`src/rtl/hazard_scoreboard.sv`:
```
// hazard_scoreboard: destination-tag scoreboard for a 5-stage in-order pipeline.
// Tracks the destination of the instructions in EX, MEM and WB. From these tags it
// detects load-use hazards (stall), selects operand forwarding paths and reports
// the registers with pending writes.
// Optional feature: define HAZ_STATS_EN to build a saturating stall-cycle counter;
// otherwise stall_cnt is tied to zero.
module hazard_scoreboard #(
  parameter logic [2:0] NULL_REG = 3'b111
) (
  input  logic        clk,
  input  logic        rst,
  input  logic        issue_valid,
  input  logic [2:0]  src_a_addr,
  input  logic [2:0]  src_b_addr,
  input  logic [2:0]  dest_addr,
  input  logic        dest_we,
  input  logic        is_load,
  input  logic        flush,
  output logic        stall,
  output logic        issue_ack,
  output logic [1:0]  fwd_a_sel,
  output logic [1:0]  fwd_b_sel,
  output logic [6:0]  busy_vec,
  output logic [15:0] stall_cnt
);

  typedef struct packed {
    logic       valid;
    logic [2:0] addr;
    logic       load;
  } tag_t;

  tag_t ex_tag, mem_tag, wb_tag, issue_tag;
  logic use_a, use_b;

  // Returns 1 when src is a real register and matches a valid tag.
  // A load in EX has no result yet, so load_ok=0 rejects it as a forwarding source.
  function automatic logic tag_hit(input logic [2:0] src, input tag_t t, input logic load_ok);
    return (src != NULL_REG) && t.valid && (load_ok || !t.load) && (t.addr == src);
  endfunction

  // Forwarding select: the youngest stage wins.
  function automatic logic [1:0] fwd_sel(input logic [2:0] src, input tag_t ex,
                                         input tag_t mem, input tag_t wb);
    if (tag_hit(src, ex, 1'b0))       return 2'b01;
    else if (tag_hit(src, mem, 1'b1)) return 2'b10;
    else if (tag_hit(src, wb, 1'b1))  return 2'b11;
    else                              return 2'b00;
  endfunction

  // Build the tag that the issuing instruction loads into EX.
  always_comb begin
    issue_tag       = '0;
    issue_tag.valid = dest_we && (dest_addr != NULL_REG);
    issue_tag.addr  = dest_addr;
    issue_tag.load  = is_load;
  end

  // Load-use detection: a flush overrides the stall, so the bubble it inserts is
  // never counted as a stall cycle.
  always_comb begin
    use_a     = (src_a_addr != NULL_REG) && (src_a_addr == ex_tag.addr);
    use_b     = (src_b_addr != NULL_REG) && (src_b_addr == ex_tag.addr);
    stall     = issue_valid && ex_tag.valid && ex_tag.load && (use_a || use_b) && !flush;
    issue_ack = issue_valid && !stall && !flush;
  end

  // Operand forwarding selects. They are driven during a stall as well.
  always_comb begin
    fwd_a_sel = fwd_sel(src_a_addr, ex_tag, mem_tag, wb_tag);
    fwd_b_sel = fwd_sel(src_b_addr, ex_tag, mem_tag, wb_tag);
  end

  // Pending-write map: OR of the one-hot decode of every valid in-flight tag.
  always_comb begin
    busy_vec = '0;
    for (int unsigned i = 0; i < 7; i++) begin
      if (3'(i) != NULL_REG &&
          ((ex_tag.valid  && ex_tag.addr  == 3'(i)) ||
           (mem_tag.valid && mem_tag.addr == 3'(i)) ||
           (wb_tag.valid  && wb_tag.addr  == 3'(i))))
        busy_vec[i] = 1'b1;
    end
  end

  // Advance the tag pipeline every cycle; a bubble enters EX when nothing is accepted.
  always_ff @(posedge clk) begin
    if (rst) begin
      ex_tag  <= '0;
      mem_tag <= '0;
      wb_tag  <= '0;
    end else begin
      wb_tag  <= mem_tag;
      mem_tag <= ex_tag;
      ex_tag  <= issue_ack ? issue_tag : '0;
    end
  end

`ifdef HAZ_STATS_EN
  logic [15:0] cnt_q;

  // Saturating count of stall cycles since reset.
  always_ff @(posedge clk) begin
    if (rst)
      cnt_q <= '0;
    else if (stall && cnt_q != '1)
      cnt_q <= cnt_q + 16'd1;
  end

  assign stall_cnt = cnt_q;
`else
  assign stall_cnt = '0;
`endif

endmodule

```
`config.mk`:
```
export PLATFORM = sky130hd
export DESIGN_NAME = hazard_scoreboard
export DESIGN_NICKNAME = d
export VERILOG_FILES = /design/src/rtl/hazard_scoreboard.sv
export SDC_FILE = /design/constraint.sdc
export NUM_CORES = 1
export LEC_CHECK = 0
export ABC_CLOCK_PERIOD_IN_PS = 1200
export BUFFER_PORTS_ARGS = -buffer_cell sky130_fd_sc_hd__buf_2
export CORE_MARGIN = 2
export CORE_UTILIZATION = 40
export CTS_BUF_LIST = sky130_fd_sc_hd__clkbuf_4 sky130_fd_sc_hd__clkbuf_8
export DETAILED_ROUTE_END_ITERATION = 6
export GPL_TIMING_DRIVEN = 0
export MAX_ROUTING_LAYER = met4
export PLACE_DENSITY = 0.71
export SLEW_MARGIN = 20
export SYNTH_ARGS = -nofsm -noshare
export SYNTH_HDL_FRONTEND = slang
export SYNTH_SLANG_ARGS = --single-unit
```
`constraint.sdc`:
```
create_clock -name clk -period 1.2 [get_ports clk]
set_input_delay 0.12 -clock clk [delete_from_list [all_inputs] [get_ports clk]]
set_output_delay 0.12 -clock clk [all_outputs]
set_load 0.02 [all_outputs]
```
==> results of run 1 <==
## cells in the mapped netlist, types with 3 or more instances
cell type	n	area, sq um
o21ai_1	3	15.0
nor3_1	7	35.0
nor2b_1	8	50.1
nor2_1	9	33.8
o211ai_2	3	37.5
dfxtp_1	13	260
nand3_1	3	15.0
buf_6	4	45.0
nand2b_1	8	50.1
nand3b_1	3	22.5
xnor2_1	8	70.1
buf_4	19	143
nand2_1	8	30.0
a21oi_1	3	15.0
nor4b_2	4	60.1
xor2_1	4	35.0
## metrics by stage
step / total power, uW / cell area (sq um) / std cells
6_report: 1050 / 1920 / 234
5_1_grt: 1110 / 1920 / 234
4_1_cts: 1030 / 1760 / 232
3_5_place_dp: 712 / 1440 / 210
3_3_place_gp: 706 / 1440 / 210
2_1_floorplan: 657 / 1270 / 154
## sequential cells by signal (all words and copies together), names as in the netlist
name / cells
ex_tag: 5
wb_tag: 4
mem_tag: 4
## layout make-up
class	count	area, sq um	share of cell area, %
inverter	2	10.0	0.522
tap	31	38.8	2.02
sequential	13	274	14.3
clock buffer	4	30.0	1.56
timing repair buffer	46	395	20.6
buffer	25	204	10.6
multi-input combinational	113	967	50.4
## critical path: stages, from the launching register on
cell and delay, ps:
dfxtp_2 330, buf_6 130, xor2_1 150, nor3_1 60, o311a_1 340, o22a_2 210, buf_6 130
## power by group through the flow
stage          registers (uW)  clock network (uW)  logic, uW
6_report                  449                 291        315
5_1_grt                   450                 325        337
4_1_cts                   447                 302        283
3_5_place_dp              457                   0        256
3_3_place_gp              457                   0        249
2_1_floorplan             455                   0        203
## worst paths after layout
kind | to | cells after the start
setup / recovery | fwd_a_sel[1] | 6
setup reg to reg | ex_tag[0] | 8
hold reg to reg | mem_tag[4] | 1
hold / removal | mem_tag[3] | 2
## what timing repair did
action | CTS | global route
gates resized for setup | 46 | 33
hold buffers | 0 | 0
endpoints found under the hold margin | 0 | 0
pin swaps | 12 | 12
setup endpoints to repair | 18 | 18
buffers inserted | 18 | 4
## per-layer routing
metal | global-route usage (%) | vias up
met5 | - | -
met4 | 5.65 | 0
met3 | 4.69 | 12
met2 | 36.9 | 53
met1 | 21.7 | 552
li1 | - | 590
## cells by family (layout without fill, tap and decap cells)
kind of cell,Yosys count,count (layout),share of synthesized area [%]
flip-flops,13,13,22.4
buffers and inverters,28,77,18.0
AND/OR/NAND/NOR,59,59,31.7
AO/OA/AOI/OAI,26,26,18.4
XOR/XNOR,12,12,9.06
other,1,16,0.323
## placed cells by master (no fill, tap or decap), types with 4 or more instances in the layout
cell type  Yosys  routed
buf_4         19      30
buf_6          4      24
conb_1         1      16
buf_2          2      14
dfxtp_2        0      11
nor2b_1        8       7
nor2_1         9       6
nand2_1        8       6
xor2_1         4       4
xnor2_1        8       4
xnor2_2        0       4
nand2b_1       8       4
nor3_1         7       4
nand2b_4       0       4
nor4b_4        0       4
clkbuf_4       0       4
==> metrics.md, run 1 <==
| Metric | Value |
|---|---|
| Synthesized area | 1160 sq um |
| Arrival time of the worst setup path | 1620 ps |
| 1st-iter DRT viols | 35 |
| Final Hold Viols | 0 |
| HPWL Detailed | 2060 um |
| FMAX | 573 MHz |
| Wire length per cell | 13.9 um |
| CP Data Required Time | 1080 ps |
| Worst Max-Slew Pin Slew | 811 ps |
| First-pass GRT wire length | 5050 um |
| Initial antenna violation count | 0 |
| Synth-to-Final Area Change | 65.5% |
| Register-to-register setup slack | -250 ps |
| Layout cell share with drive strength beyond 1 | 62.6% |
| Final setup fails | 18 |
| Failing checks | negative setup slack |
| Nature of the critical path endpoint | output pin |
| Num CTS Buffers | 3 |
| YS warnings | 0 |
| Antenna Nets Post-Route | 0 |
| Total GRT Usage | 20.2% |
| Die width | 57.9 um |
| Most common flop cell mapped by yosys | dfxtp_1 |
| Root Buffer | clkbuf_4 |
| Die Area | 3350 sq um |
| Avg Vias per Cell | 5.16 |
| Startpoint types | register |
| Mapped Cells | 139 |
| Int Power | 736 uW |
| Largest net degree at the start of global routing | 11 |
| Worst hold slack | 31.5 ps |
| Worst-Skew Late Latency | 280 ps |
| Crit path from | wb_tag[3] |
| EDFF count, synth | 0 |
| Sw frac | 30.2% |
| Clock sink count | 13 |
| Vias in the first global route | 1,149 |
| Register bit total from synthesis | 13 |
| Unique masters post-synth | 39 |
| RSZ-0062 raised after global routing | yes |
| Max-cap violations | 0 |
| Comb power frac | 29.8% |
| Core area | 2760 sq um |
| Final Skew | 0.758 ps |
| Max Used Layer | met4 |
| Row count | 19 |
| Avg Cell Area, Syn | 8.34 sq um |
| Leakage | 0.000830 uW |
| Drt drc | 0 |
| Clock Tree Buf Depth | 2 |
| 1st-pass router iterations | 4 |
| IR drop worst, VDD | 0.000680 V |
| Top Ports | 44 |
| Pre-CTS setup slack | -307 ps |
| Final WS setup | -544 ps |
| Setup TNS | -5940 ps |
| Via count | 1,207 |
| Core Util, Final | 69.6% |
| Register area share after synthesis | 22.4% |
| Worst-path fanout max | 6 |
| FILL cells | 229 |
| Hold WC Path Type | input pin to register |
| Routed wl met3 | 227 um |
| Die span in y | 57.9 um |
| Post-route minimum period | 1740 ps |
| M1 wire length | 1230 um |
| Hold Crit Start | rst |
| GRT overflow | 0 |
| CTS clk-pin slew, worst paths | 70 ps |
| Async S/R FF share, synth | 0% |
| Final Max Slew Viols | 0 |
| Port bufs | 25 |
| Switch Pwr | 318 uW |
| Tcrit/Tclk final | 145% |
| Clk pwr share | 27.6% |
| Worst r2r src | ex_tag[1] |
| Pwr Density | 549 nW/um^2 |
| Normalized max-slew margin | 46.0% |
| H-Tree Depth | 1 |
| GP Congestion | 0.873 |
| WS Path Type | register to output pin |
| Met2 WL post-DR | 1720 um |
| Status | complete, but fails checks |
| Starting Density | 42.1% |
| Sequential share of power | 42.6% |
| CTS tree | done |
| Nets | 219 |
| Ant diodes | 0 |
| Routed WL | 3240 um |
No activity file was read; power rests on OpenSTA's default activity.
==> inputs of run 2 (changes only) <==
--- a/config.mk
+++ b/config.mk
@@ -7,7 +7,7 @@
 export LEC_CHECK = 0
 export ABC_CLOCK_PERIOD_IN_PS = 1200
 export BUFFER_PORTS_ARGS = -buffer_cell sky130_fd_sc_hd__buf_2
-export CORE_MARGIN = 2
+export CORE_ASPECT_RATIO = 1.75
 export CORE_UTILIZATION = 40
 export CTS_BUF_LIST = sky130_fd_sc_hd__clkbuf_4 sky130_fd_sc_hd__clkbuf_8
 export DETAILED_ROUTE_END_ITERATION = 6
==> metrics.md, run 2 (synthesized netlist as in run 1, its figures left out) <==
| Metric | Value |
|---|---|
| Status | complete, but fails checks (unchanged) |
| Failing checks | negative setup slack (unchanged) |
| HPWL Detailed | 2280 um (was 2060 um) |
| RSZ-0062 raised after global routing | yes (unchanged) |
| Max FFs per register | 5 (unchanged) |
| Worst Max-Slew Pin Slew | 801 ps (was 811 ps) |
| GRT overflow | 0 (unchanged) |
| Clock sink count | 13 (unchanged) |
| Arrival time of the worst setup path | 1570 ps (was 1620 ps) |
| Core area | 2720 sq um (was 2760 sq um) |
| Initial antenna violation count | 0 (unchanged) |
| Antenna Nets Post-Route | 0 (unchanged) |
| IR drop worst, VDD | 0.000703 V (was 0.000680 V) |
| Family with the most delay on the worst path | compound AO/OA/AOI/OAI gates (unchanged) |
| First-pass GRT wire length | 5240 um (was 5050 um) |
| Post-route minimum period | 1690 ps (was 1740 ps) |
| Row count | 25 (was 19) |
| FILL cells | 215 (was 229) |
| Ant diodes | 0 (unchanged) |
| Top Ports | 44 (unchanged) |
| 1st-iter DRT viols | 36 (was 35) |
| Pre-CTS setup slack | -338 ps (was -307 ps) |
| Port bufs | 25 (unchanged) |
| Most frequent cells in the layout | buf_4 (29), buf_6 (21), buf_2 (16), conb_1 (16), dfxtp_2 (9) (was buf_4 (30), buf_6 (24), conb_1 (16)) |
| Nets | 216 (was 219) |
| Routed WL | 3400 um (was 3240 um) |
| Final Hold Viols | 0 (unchanged) |
| CTS tree | done (unchanged) |
| Startpoint types | register (unchanged) |
| CTS clk-pin slew, worst paths | 50 ps (was 70 ps) |
| Layout cell share with drive strength beyond 1 | 59.0% (was 62.6%) |
| Int Power | 837 uW (was 736 uW) |
| Wire length per cell | 15.0 um (was 13.9 um) |
| Slowest library cell on the worst path | dfxtp_2 (was o311a_1) |
| Die width | 42.7 um (was 57.9 um) |
| Clock Tree Buf Depth | 2 (unchanged) |
| Comb power frac | 26.3% (was 29.8%) |
| Most common cell after layout, fill and taps aside | buf_4 (unchanged) |
| Largest net degree at the start of global routing | 11 (unchanged) |
| Final WS setup | -489 ps (was -544 ps) |
| Switch Pwr | 330 uW (was 318 uW) |
| Sequential share of power | 38.5% (was 42.6%) |
| CP peak stage delay | 330 ps (was 340 ps) |
| Worst-Skew Late Latency | 240 ps (was 280 ps) |
| Largest register by flop count | ex_tag (unchanged) |
| Pwr Density | 634 nW/um^2 (was 549 nW/um^2) |
| Starting Density | 42.6% (was 42.1%) |
| Sw frac | 28.3% (was 30.2%) |
| Die span in y | 73.2 um (was 57.9 um) |
| Overall power | 1170 uW (was 1050 uW) |
| Synth-to-Final Area Change | 58.7% (was 65.5%) |
| Final setup fails | 18 (unchanged) |
| Num CTS Buffers | 3 (unchanged) |
| Vias in the first global route | 1,241 (was 1,149) |
| FMAX | 592 MHz (was 573 MHz) |
| Crit path top cell by count | buf_6 (unchanged) |
| Drt drc | 0 (unchanged) |
| Tcrit/Tclk final | 141% (was 145%) |
| CP bufs+invs | 2 (unchanged) |
| GP Congestion | 0.813 (was 0.873) |
| Clk pwr share | 35.2% (was 27.6%) |
| 1st-pass router iterations | 4 (unchanged) |
| CP Data Required Time | 1080 ps (about the same) |
| CP cell instances | buf_6, nand4b_1, nor2_1, o311a_1, nand2b_1, o21ai_2, buf_6 (was buf_6, xor2_1, nor3_1, o311a_1, o22a_2, buf_6) |
| H-Tree Depth | 1 (unchanged) |
| Cts hold-fix bufs | 0 (unchanged) |
| Leakage | 0.000812 uW (was 0.000830 uW) |
| Final Max Slew Viols | 0 (unchanged) |
| WS Path Type | register to output pin (unchanged) |
| Total GRT Usage | 22.5% (was 20.2%) |
| Normalized max-slew margin | 46.6% (was 46.0%) |
| Hold WC Path Type | input pin to register (unchanged) |
| Biggest regs | ex_tag: 5 flops, mem_tag: 4 flops, wb_tag: 4 flops (unchanged) |
| Nature of the critical path endpoint | output pin (unchanged) |
| Max-cap violations | 0 (unchanged) |
| Worst-path fanout max | 6 (unchanged) |
| Die Area | 3130 sq um (was 3350 sq um) |
| Avg Vias per Cell | 5.27 (was 5.16) |
| Root Buffer | clkbuf_8 (was clkbuf_4) |
| Via count | 1,197 (was 1,207) |
| Final Skew | 0.442 ps (was 0.758 ps) |
[run 2: power by group through the flow]
stage	registers, uW	logic, uW	clock network [uW]
floorplan	455	203	0
global placement	457	249	0
detailed placement	457	257	0
CTS	449	290	420
global route	450	326	437
finish	449	307	411
[run 2: layout make-up]
class,count,area [sq um],area share (%)
Timing Repair Buffer,43,349,19.0
Tap cell,27,33.8,1.84
Sequential cell,13,272,14.8
Buffer,25,204,11.1
Multi-Input combinational cell,113,926,50.3
Clock buffer,4,48.8,2.65
Inverter,2,7.51,0.408
[run 2: metrics by stage]
stage,setup TNS [ps],hold WS (ps),util (%),area (sq um),instances
after floorplan,-584,184,-,1270,154
after global placement,-1610,322,52.6,1430,206
after detailed placement,-2180,324,52.6,1430,206
after CTS,-5610,69.6,65.1,1770,228
after global routing,-7120,77.7,67.6,1840,227
final,-5860,81.2,67.6,1840,227
[run 2: path summary, 6_finish.rpt]
check	to	startpoint	slack [ps]	cells past startpoint
setup / recovery	fwd_a_sel[0]	mem_tag[3]	-490	7
hold / removal	mem_tag[3]	rst	80	2
setup reg to reg	ex_tag[2]	ex_tag[1]	-240	8
hold reg to reg	wb_tag[4]	mem_tag[4]	530	1
[run 2: timing repair]
| action | CTS | global route |
|---|---|---|
| endpoints found under the setup margin | 18 | 18 |
| endpoints found under the hold margin | 0 | 0 |
| pin swaps | 13 | 6 |
| gates cloned | 1 | 0 |
| resized for setup | 45 | 19 |
| buffers inserted | 18 | 2 |
[run 2: routing by layer]
layer	part of all wire (%)	GRT usage, %	vias up
met5	0	-	-
met2	60	43.8	38
li1	-	-	577
met1	31	19.3	567
met4	5.4	16.3	0
met3	3.0	0.990	15
